<file path="src/rtl/mm_pkg.sv">
// Shared encodings for the line-burst memory: request opcodes and FSM states.
package mm_pkg;

  typedef enum logic [1:0] {
    OP_READ  = 2'b00,
    OP_WRITE = 2'b01,
    OP_SWAP  = 2'b10,
    OP_NOP   = 2'b11
  } op_t;

  typedef enum logic [1:0] {
    IDLE  = 2'b00,
    WBEAT = 2'b01,
    WAIT  = 2'b10,
    RBEAT = 2'b11
  } state_t;

endpackage

</file>
<file path="src/rtl/mm_array.sv">
// Single-port word storage: synchronous write, combinational read, zero at power-up.
module mm_array #(
  parameter int DATA_W = 8,
  parameter int ADDR_W = 8
) (
  input  logic              clk,
  input  logic              we,
  input  logic [ADDR_W-1:0] addr,
  input  logic [DATA_W-1:0] wdata,
  output logic [DATA_W-1:0] rdata
);

  localparam int DEPTH = 2 ** ADDR_W;

  // Power-up contents come from the declaration; reset deliberately never touches storage.
  logic [DATA_W-1:0] mem [DEPTH] = '{default: '0};

  always_ff @(posedge clk) begin
    if (we) mem[addr] <= wdata;
  end

  assign rdata = mem[addr];

endmodule

</file>
<file path="src/rtl/mm_burst.sv">
// Line-granular burst engine: read, write or swap (victim write-back then fill read) of one cache line.
module mm_burst
  import mm_pkg::*;
#(
  parameter int DATA_W     = 8,
  parameter int ADDR_W     = 8,
  parameter int LINE_WORDS = 4,
  parameter int LAT        = 3
) (
  input  logic              clk,
  input  logic              rst,
  input  logic              req_valid,
  output logic              req_ready,
  input  logic [1:0]        req_op,
  input  logic [ADDR_W-1:0] req_addr,
  input  logic [ADDR_W-1:0] req_victim,
  input  logic [DATA_W-1:0] wr_data,
  input  logic              wr_valid,
  output logic              wr_ready,
  output logic [DATA_W-1:0] rd_data,
  output logic              rd_valid,
  output logic              rd_last,
  output logic              busy
);

  localparam int OFF   = $clog2(LINE_WORDS);
  localparam int LAT_W = (LAT > 1) ? $clog2(LAT) : 1;
  localparam logic [OFF-1:0]   LAST_BEAT = OFF'(LINE_WORDS - 1);
  localparam logic [LAT_W-1:0] LAT_END   = LAT_W'(LAT - 1);

  state_t            state, next_state;
  op_t               op_in, op_reg;
  logic [ADDR_W-1:0] fill_base, victim_base, line_base, mem_addr;
  logic [OFF-1:0]    beat;
  logic [LAT_W-1:0]  lat_cnt;
  logic              accept, mem_we, rd_issue;
  logic [DATA_W-1:0] mem_rdata;

  assign op_in  = op_t'(req_op);
  assign accept = req_valid && (state == IDLE) && (op_in != OP_NOP);

  // State register
  always_ff @(posedge clk or posedge rst) begin
    if (rst) state <= IDLE;
    else     state <= next_state;
  end

  // Next-state logic
  always_comb begin
    next_state = state;
    case (state)
      IDLE: begin
        if (req_valid) begin
          case (op_in)
            OP_READ:           next_state = WAIT;
            OP_WRITE, OP_SWAP: next_state = WBEAT;
            default:           next_state = IDLE;
          endcase
        end
      end
      WBEAT: begin
        if (wr_valid && beat == LAST_BEAT)
          next_state = (op_reg == OP_SWAP) ? WAIT : IDLE;
      end
      WAIT: begin
        if (lat_cnt == LAT_END) next_state = RBEAT;
      end
      RBEAT: begin
        if (beat == LAST_BEAT) next_state = IDLE;
      end
      default: next_state = IDLE;
    endcase
  end

  // Output / datapath-control decode
  always_comb begin
    req_ready = (state == IDLE);
    wr_ready  = (state == WBEAT);
    busy      = (state != IDLE);
    mem_we    = (state == WBEAT) && wr_valid;
    rd_issue  = (state == RBEAT);
    line_base = (state == WBEAT && op_reg == OP_SWAP) ? victim_base : fill_base;
    // Beat replaces the offset bits outright, so the address can never carry out of the line.
    mem_addr  = {line_base[ADDR_W-1:OFF], beat};
  end

  always_ff @(posedge clk or posedge rst) begin
    if (rst) begin
      op_reg      <= OP_NOP;
      fill_base   <= '0;
      victim_base <= '0;
      beat        <= '0;
      lat_cnt     <= '0;
    end else begin
      if (accept) begin
        op_reg      <= op_in;
        fill_base   <= {req_addr[ADDR_W-1:OFF], {OFF{1'b0}}};
        victim_base <= {req_victim[ADDR_W-1:OFF], {OFF{1'b0}}};
        beat        <= '0;
        lat_cnt     <= '0;
      end
      if (mem_we || rd_issue) beat <= beat + 1'b1;
      if (state == WAIT) lat_cnt <= (lat_cnt == LAT_END) ? '0 : lat_cnt + 1'b1;
    end
  end

  // Read beats are registered, so rd_valid trails RBEAT by one cycle.
  always_ff @(posedge clk or posedge rst) begin
    if (rst) begin
      rd_valid <= 1'b0;
      rd_last  <= 1'b0;
      rd_data  <= '0;
    end else begin
      rd_valid <= rd_issue;
      rd_last  <= rd_issue && (beat == LAST_BEAT);
      rd_data  <= rd_issue ? mem_rdata : '0;
    end
  end

  mm_array #(
    .DATA_W (DATA_W),
    .ADDR_W (ADDR_W)
  ) u_array (
    .clk   (clk),
    .we    (mem_we),
    .addr  (mem_addr),
    .wdata (wr_data),
    .rdata (mem_rdata)
  );

endmodule

</file>
<file path="config.mk">
export PLATFORM = sky130hd
export DESIGN_NAME = mm_burst
export DESIGN_NICKNAME = d
export VERILOG_FILES = /design/src/rtl/mm_pkg.sv /design/src/rtl/mm_array.sv /design/src/rtl/mm_burst.sv
export SDC_FILE = /design/constraint.sdc
export NUM_CORES = 2
export LEC_CHECK = 0
export CAP_MARGIN = 5
export CORE_MARGIN = 5
export CORE_UTILIZATION = 30
export DETAILED_ROUTE_END_ITERATION = 6
export PLACE_DENSITY = 0.45
export SYNTH_ARGS = -nofsm -noshare
export SYNTH_HDL_FRONTEND = slang
export SYNTH_SLANG_ARGS = --single-unit
</file>
<file path="constraint.sdc">
create_clock -name clk -period 4.24 [get_ports clk]
set_clock_uncertainty 0.15 [all_clocks]
set_input_delay 1.272 -clock clk [delete_from_list [all_inputs] [get_ports clk]]
set_output_delay 1.272 -clock clk [all_outputs]
set_load 0.01 [all_outputs]
</file>
After elaboration in Yosys (flattened, before gate mapping)
Memories as Yosys holds them, arrays and structs flattened. Index checks and enable logic that the tools add are counted.

Add/subtract/negate cells: 2. Equality and inequality tests: 13. Reductions and logical operators: 14. Muxes and demuxes: 15.

Operator list (count): 2-to-1 mux 2 bit (9); 2-to-1 mux 8 bit (2); equality test 2 bit, second input constant (6); case mux 2 bit (4 select lines) (1); logical AND 1 bit (6); != test 2 bit, second input constant (3); nonzero test 2 bit (3); adder 2 x 1 -> 2 bit, second input constant (2); equality test 2 x 1 -> 1 bit, second input constant (2); zero test 2 bit (2); != test 2 x 1 -> 1 bit, second input constant (2); case mux 2 bit (2 select lines) (1); AND reduction 4 bit (1); 2-to-1 mux 1 bit (2); OR reduction 2 bit (1); logical OR 1 bit (1).

Word-level logic and storage cells: 54. RAM bits: 2048. Memories: 1. Flip-flop bits (word level): 30.

Memory list: u_array.mem (words 256, bits a word 8, read ports 1, clocked after memory_dff 0, write ports 1, line mm_array.sv:16) `logic [DATA_W-1:0] mem [DEPTH] = '{default: '0};`.

Longest topological paths before layout
Depth in word-level cells: 5. Depth in mapped cells: 13. Mapped depth without buffers: 7.

By module
A second synthesis with hierarchy kept.

Cell total of the unflattened synthesis: 3666. Area total of the unflattened synthesis: 79658.9 sq um.

By module, submodules not included: mm_array (cells each 3539, seq. area each 61499.0 sq um, times used 1, area each 78332.6 sq um); mm_burst (cells each 127, seq. area each 753.2 sq um, times used 1, area each 1326.3 sq um).

Worst setup path after synthesis
OpenSTA, ideal clock, no wires.

Kind: flip-flop to flip-flop. Start point: register state[1]. End point: memory u_array.mem[101][0], enable pin. Path buffers: 6. Slack: 0.993 ns. Data arrival time: 2.726 ns. Clock period less this slack: 3.247 ns. Stages on the path, launching flop included: 12. Required time: 3.720 ns. Setup time: 0.370 ns. Cells stage by stage: dfrtp_1 -> buf_4 -> and4bb_1 -> buf_6 -> mux2_1 -> buf_4 -> buf_6 -> buf_4 -> nor2_1 -> nand2_1 -> clkbuf_1 -> nor2_1.

Longest elaborated chain between the ends: 4. Elaborated cells on any way between the ends: 6. Classes of those cells: eq/ne: 1; mux: 3; reduce/logical: 2.

Ends and longest elaborated chain: start, declared (line mm_burst.sv:31) `state_t state, next_state;`; start signal, assigned (line mm_burst.sv:45) `else state <= next_state;`; equality test 2 x 1 -> 1 bit (*) (line mm_burst.sv:80, mm_burst.sv:82); logical AND 1 bit (line mm_burst.sv:80) `mem_we = (state == WBEAT) && wr_valid;`; 2-to-1 mux 1 bit (line mm_array.sv:19) `if (we) mem[addr] <= wdata;`; 2-to-1 mux 1 bit (implied by the code) (line mm_array.sv:19); end, declared (line mm_array.sv:16).

Mark *: on every way between the ends. The rest lies on a longest branch, timed or not.

Final worst setup path
Start point: register op_reg[1]. End point: memory u_array.mem[99][3], enable pin.

Longest elaborated chain between the ends: 3.

Ends and longest elaborated chain: start, declared (line mm_burst.sv:32) `op_t op_in, op_reg;`; start signal, assigned (line mm_burst.sv:96) `op_reg <= op_in;`; equality test 2 bit (line mm_burst.sv:82) `line_base = (state == WBEAT && op_reg == OP_SWAP) ? victim_base : fill_base;`; logical AND 1 bit (line mm_burst.sv:82); 2-to-1 mux 8 bit (line mm_burst.sv:82).

No other way between the ends.

==> impl_metrics.tcl <==
set metrics [dict create \
    post-synth-top-area-cell "edfxtp_1" \
    synth_top_area_share_pct 75.9 \
    cp-start-kind "flip-flop" \
    syn_to_final_growth_pct 19.1 \
    die-area_um2 281000 \
    met2WireLength_um 117000 \
    cts_buffer_depth 3 \
    post-route-drc-count 0 \
    syn_nets 4020 \
    regArea_um2 62300 \
    tritoncts "built" \
    gp_congestion 0.782 \
    grt.overflow.total 0 \
    yosys-top-cells-area "edfxtp_1 76%, mux4_2 14%, mux2i_1 1.8%, nand2_1 1.7%, nor2_1 1.4%" \
    first_global_vias 42300 \
    antenna_found_initial 12 \
    ir_drop_mv 0.486 \
    htree_levels 4 \
    r2r_start "op_reg[1]$_DFFE_PP1P_" \
    slew_viol_final 0 \
    timing.fmax_ghz 0.248 \
    power.density_nw_per_um2 604 \
    cts.repair.resized 0 \
    multi_input_area_um2 17900 \
    synth-seq-area-share_pct 76.8 \
    dp_hpwl_um 148000 \
    cts_buffers 215 \
    postCtsHoldBufs 0 \
    top_layer_used "met4" \
    whs_path_depth 2 \
    synth_cell_type_count 55 \
    fin_nets 4570 \
    avgSynthCellArea_um2 20.3 \
    core_region_area_um2 268000 \
    firstDrtPassIters 5 \
    setup_viol 0 \
    netlist_area_um2 81000 \
    netlist_instances 3984 \
    ant_nets 0 \
    met1_length_um 103000 \
    grt_max_degree 100 \
    postCtsSetupRepairBufs 0 \
    hold_viol 0 \
    postSynth.asyncResetShare_pct 1.44 \
    worst_pin_slew_ps 958 \
    fillCellCount 25000 \
    rsz0062_at_grt "false" \
    tns_ps 0 \
    rr_worst_depth 9 \
    maxCapViolations 0 \
    start_util_pct 30.2 \
    arrival_ps 4420 \
    power_uw 58300 \
    top_regs "u_array.mem: 2048 flops, rd_data: 8 flops" \
    dp.cells 7869 \
    path_clk_slew_ps 60 \
    grt.total_usage_pct 16.7 \
    period_share_pct 95.1 \
    cts_root_buffer "clkbuf_16" \
    clk_latency_ps 860 \
    cts_num_sinks 2078 \
    outcome "completed" \
    leakage_uw 0.0306 \
    cp_max_fo 21 \
    synth_edf_count 2048 \
    ys_ff_latch 2078 \
    reg2reg_slack_ps 210 \
    hold_path_end "op_reg[1]$_DFFE_PP1P_" \
    die_x_um 530 \
    hp-start "op_reg[1]$_DFFE_PP1P_" \
    synth.most_common_cell "edfxtp_1" \
    io_buffers 38 \
    reg2reg_to "u_array.mem[99][3]$_DFFE_PP_" \
    top_register "u_array.mem" \
    drt-total-wl_um 236000 \
    die_y_um 530 \
    synth_ff_type "edfxtp_1" \
    io_pins 43 \
    fin_crit_ps 4030 \
    first_iter_violations 4125 \
    ys.warnings.count 0 \
    cp.required_ps 4620 \
    drive_gt1_share_pct 29.5 \
    endpoint_kind "flip-flop" \
    hp-class "reg2reg" \
    largest_reg_flops 2048 \
    grt_pass1_wl_um 332000 \
    vias_per_cell 4.93 \
    wl_per_cell_um 28.5 \
    met3_length_um 11400 \
    num_rows 190 \
    critPathKind "reg2reg" \
    synth_common_cells "2048 x edfxtp_1, 512 x mux4_2, 359 x nand2_1" \
    maxSlewHeadroom_pct 36.0 \
    routed-via-count 40800 \
    layout.cells.non_filler 8276 \
]
==> through the flow <==
step                      util (%)  worst slack [ps]  area [um2]  hold slack (ps)
after global placement        33.4              -332       89600              323
final                         36.0               208       96500              330
after detailed placement      33.4               191       89700              326
after CTS                     36.0               209       96500              335
after floorplan                  -               993       81000              307
after global routing          36.0              95.3       96500              346
==> where the power goes <==
part	internal, uW	switching (uW)	total (uW)
sequential	22800	343	23100
combinational	6650	10100	16700
clock	10400	8090	18500
==> worst max-delay path by stage <==
stage	slack, ps	endpoint	cells past startpoint	start
after global placement	-330	rd_data[2]$_DFF_PP0_	8	op_reg[1]$_DFFE_PP1P_
after global routing	100	rd_data[2]$_DFF_PP0_	12	op_reg[1]$_DFFE_PP1P_
after detailed placement	190	u_array.mem[99][3]$_DFFE_PP_	6	wr_valid
final	210	u_array.mem[99][3]$_DFFE_PP_	9	op_reg[1]$_DFFE_PP1P_
after floorplan	990	u_array.mem[101][0]$_DFFE_PP_	11	state[1]$_DFFE_PP0P_
after CTS	210	rd_data[2]$_DFF_PP0_	9	op_reg[1]$_DFFE_PP1P_
==> per-layer routing <==
metal  global-route usage, %  vias to the layer above
met3                    2.74                      263
met4                    3.63                        0
met5                       0                        -
li1                        -                    17400
met2                    27.8                      975
met1                    23.0                    22200
==> worst max-delay path, stage by stage (launching register included) <==
cell and delay (ps):
dfstp_2 530, and4bb_2 430, mux2_8 540, buf_4 290, nor2_1 180, buf_4 200
nand2_2 440, buf_12 340, nor2_1 270, buf_4 260
==> cell type report <==
cell class / instances / share of cell area [%]
Antenna cell: 6 / 0.0156
Clock buffer: 265 / 5.79
Clock inverter: 136 / 1.33
Inverter: 9 / 0.0350
Multi-Input combinational cell: 1666 / 18.5
Sequential cell: 2078 / 64.5
Tap cell: 3552 / 4.60
Timing Repair Buffer: 564 / 5.23
==> logic make-up (layout without fill, tap and decap cells) <==
group	Yosys count	in the layout	synth area share [%]
AO/OA/AOI/OAI	145	145	1.24
adder cells (fa/ha/maj)	6	6	0.0926
buffers and inverters	240	974	1.35
flip-flops	2078	2078	76.8
multiplexers	668	668	16.2
other	0	6	0
AND/OR/NAND/NOR	847	847	4.33
==> cells in the final DEF, fill, tap and decap left out, types with 5 or more instances in the layout <==
cell type           n
a21oi_1            32
a31oi_1            14
a31oi_2             7
a32oi_1            37
and3_1              6
and4_1              6
buf_12             54
buf_4             471
buf_8               8
bufinv_16          17
clkbuf_1           49
clkbuf_16         216
clkdlybuf4s50_1    30
clkinv_1           61
clkinv_16           6
clkinv_2           39
dfrtp_1            26
diode_2             6
edfxtp_1         2048
ha_1                6
inv_1               8
mux2_2             11
mux2i_1           138
mux4_2            512
nand2_1           343
nand2_2            16
nand2b_1            5
nand3_1           133
nand4_1             8
nor2_1            300
nor2b_1             5
nor3_1              8
nor4_1              7
o21ai_0            21
o22ai_1            11
(Power assumes the default switching activity.)
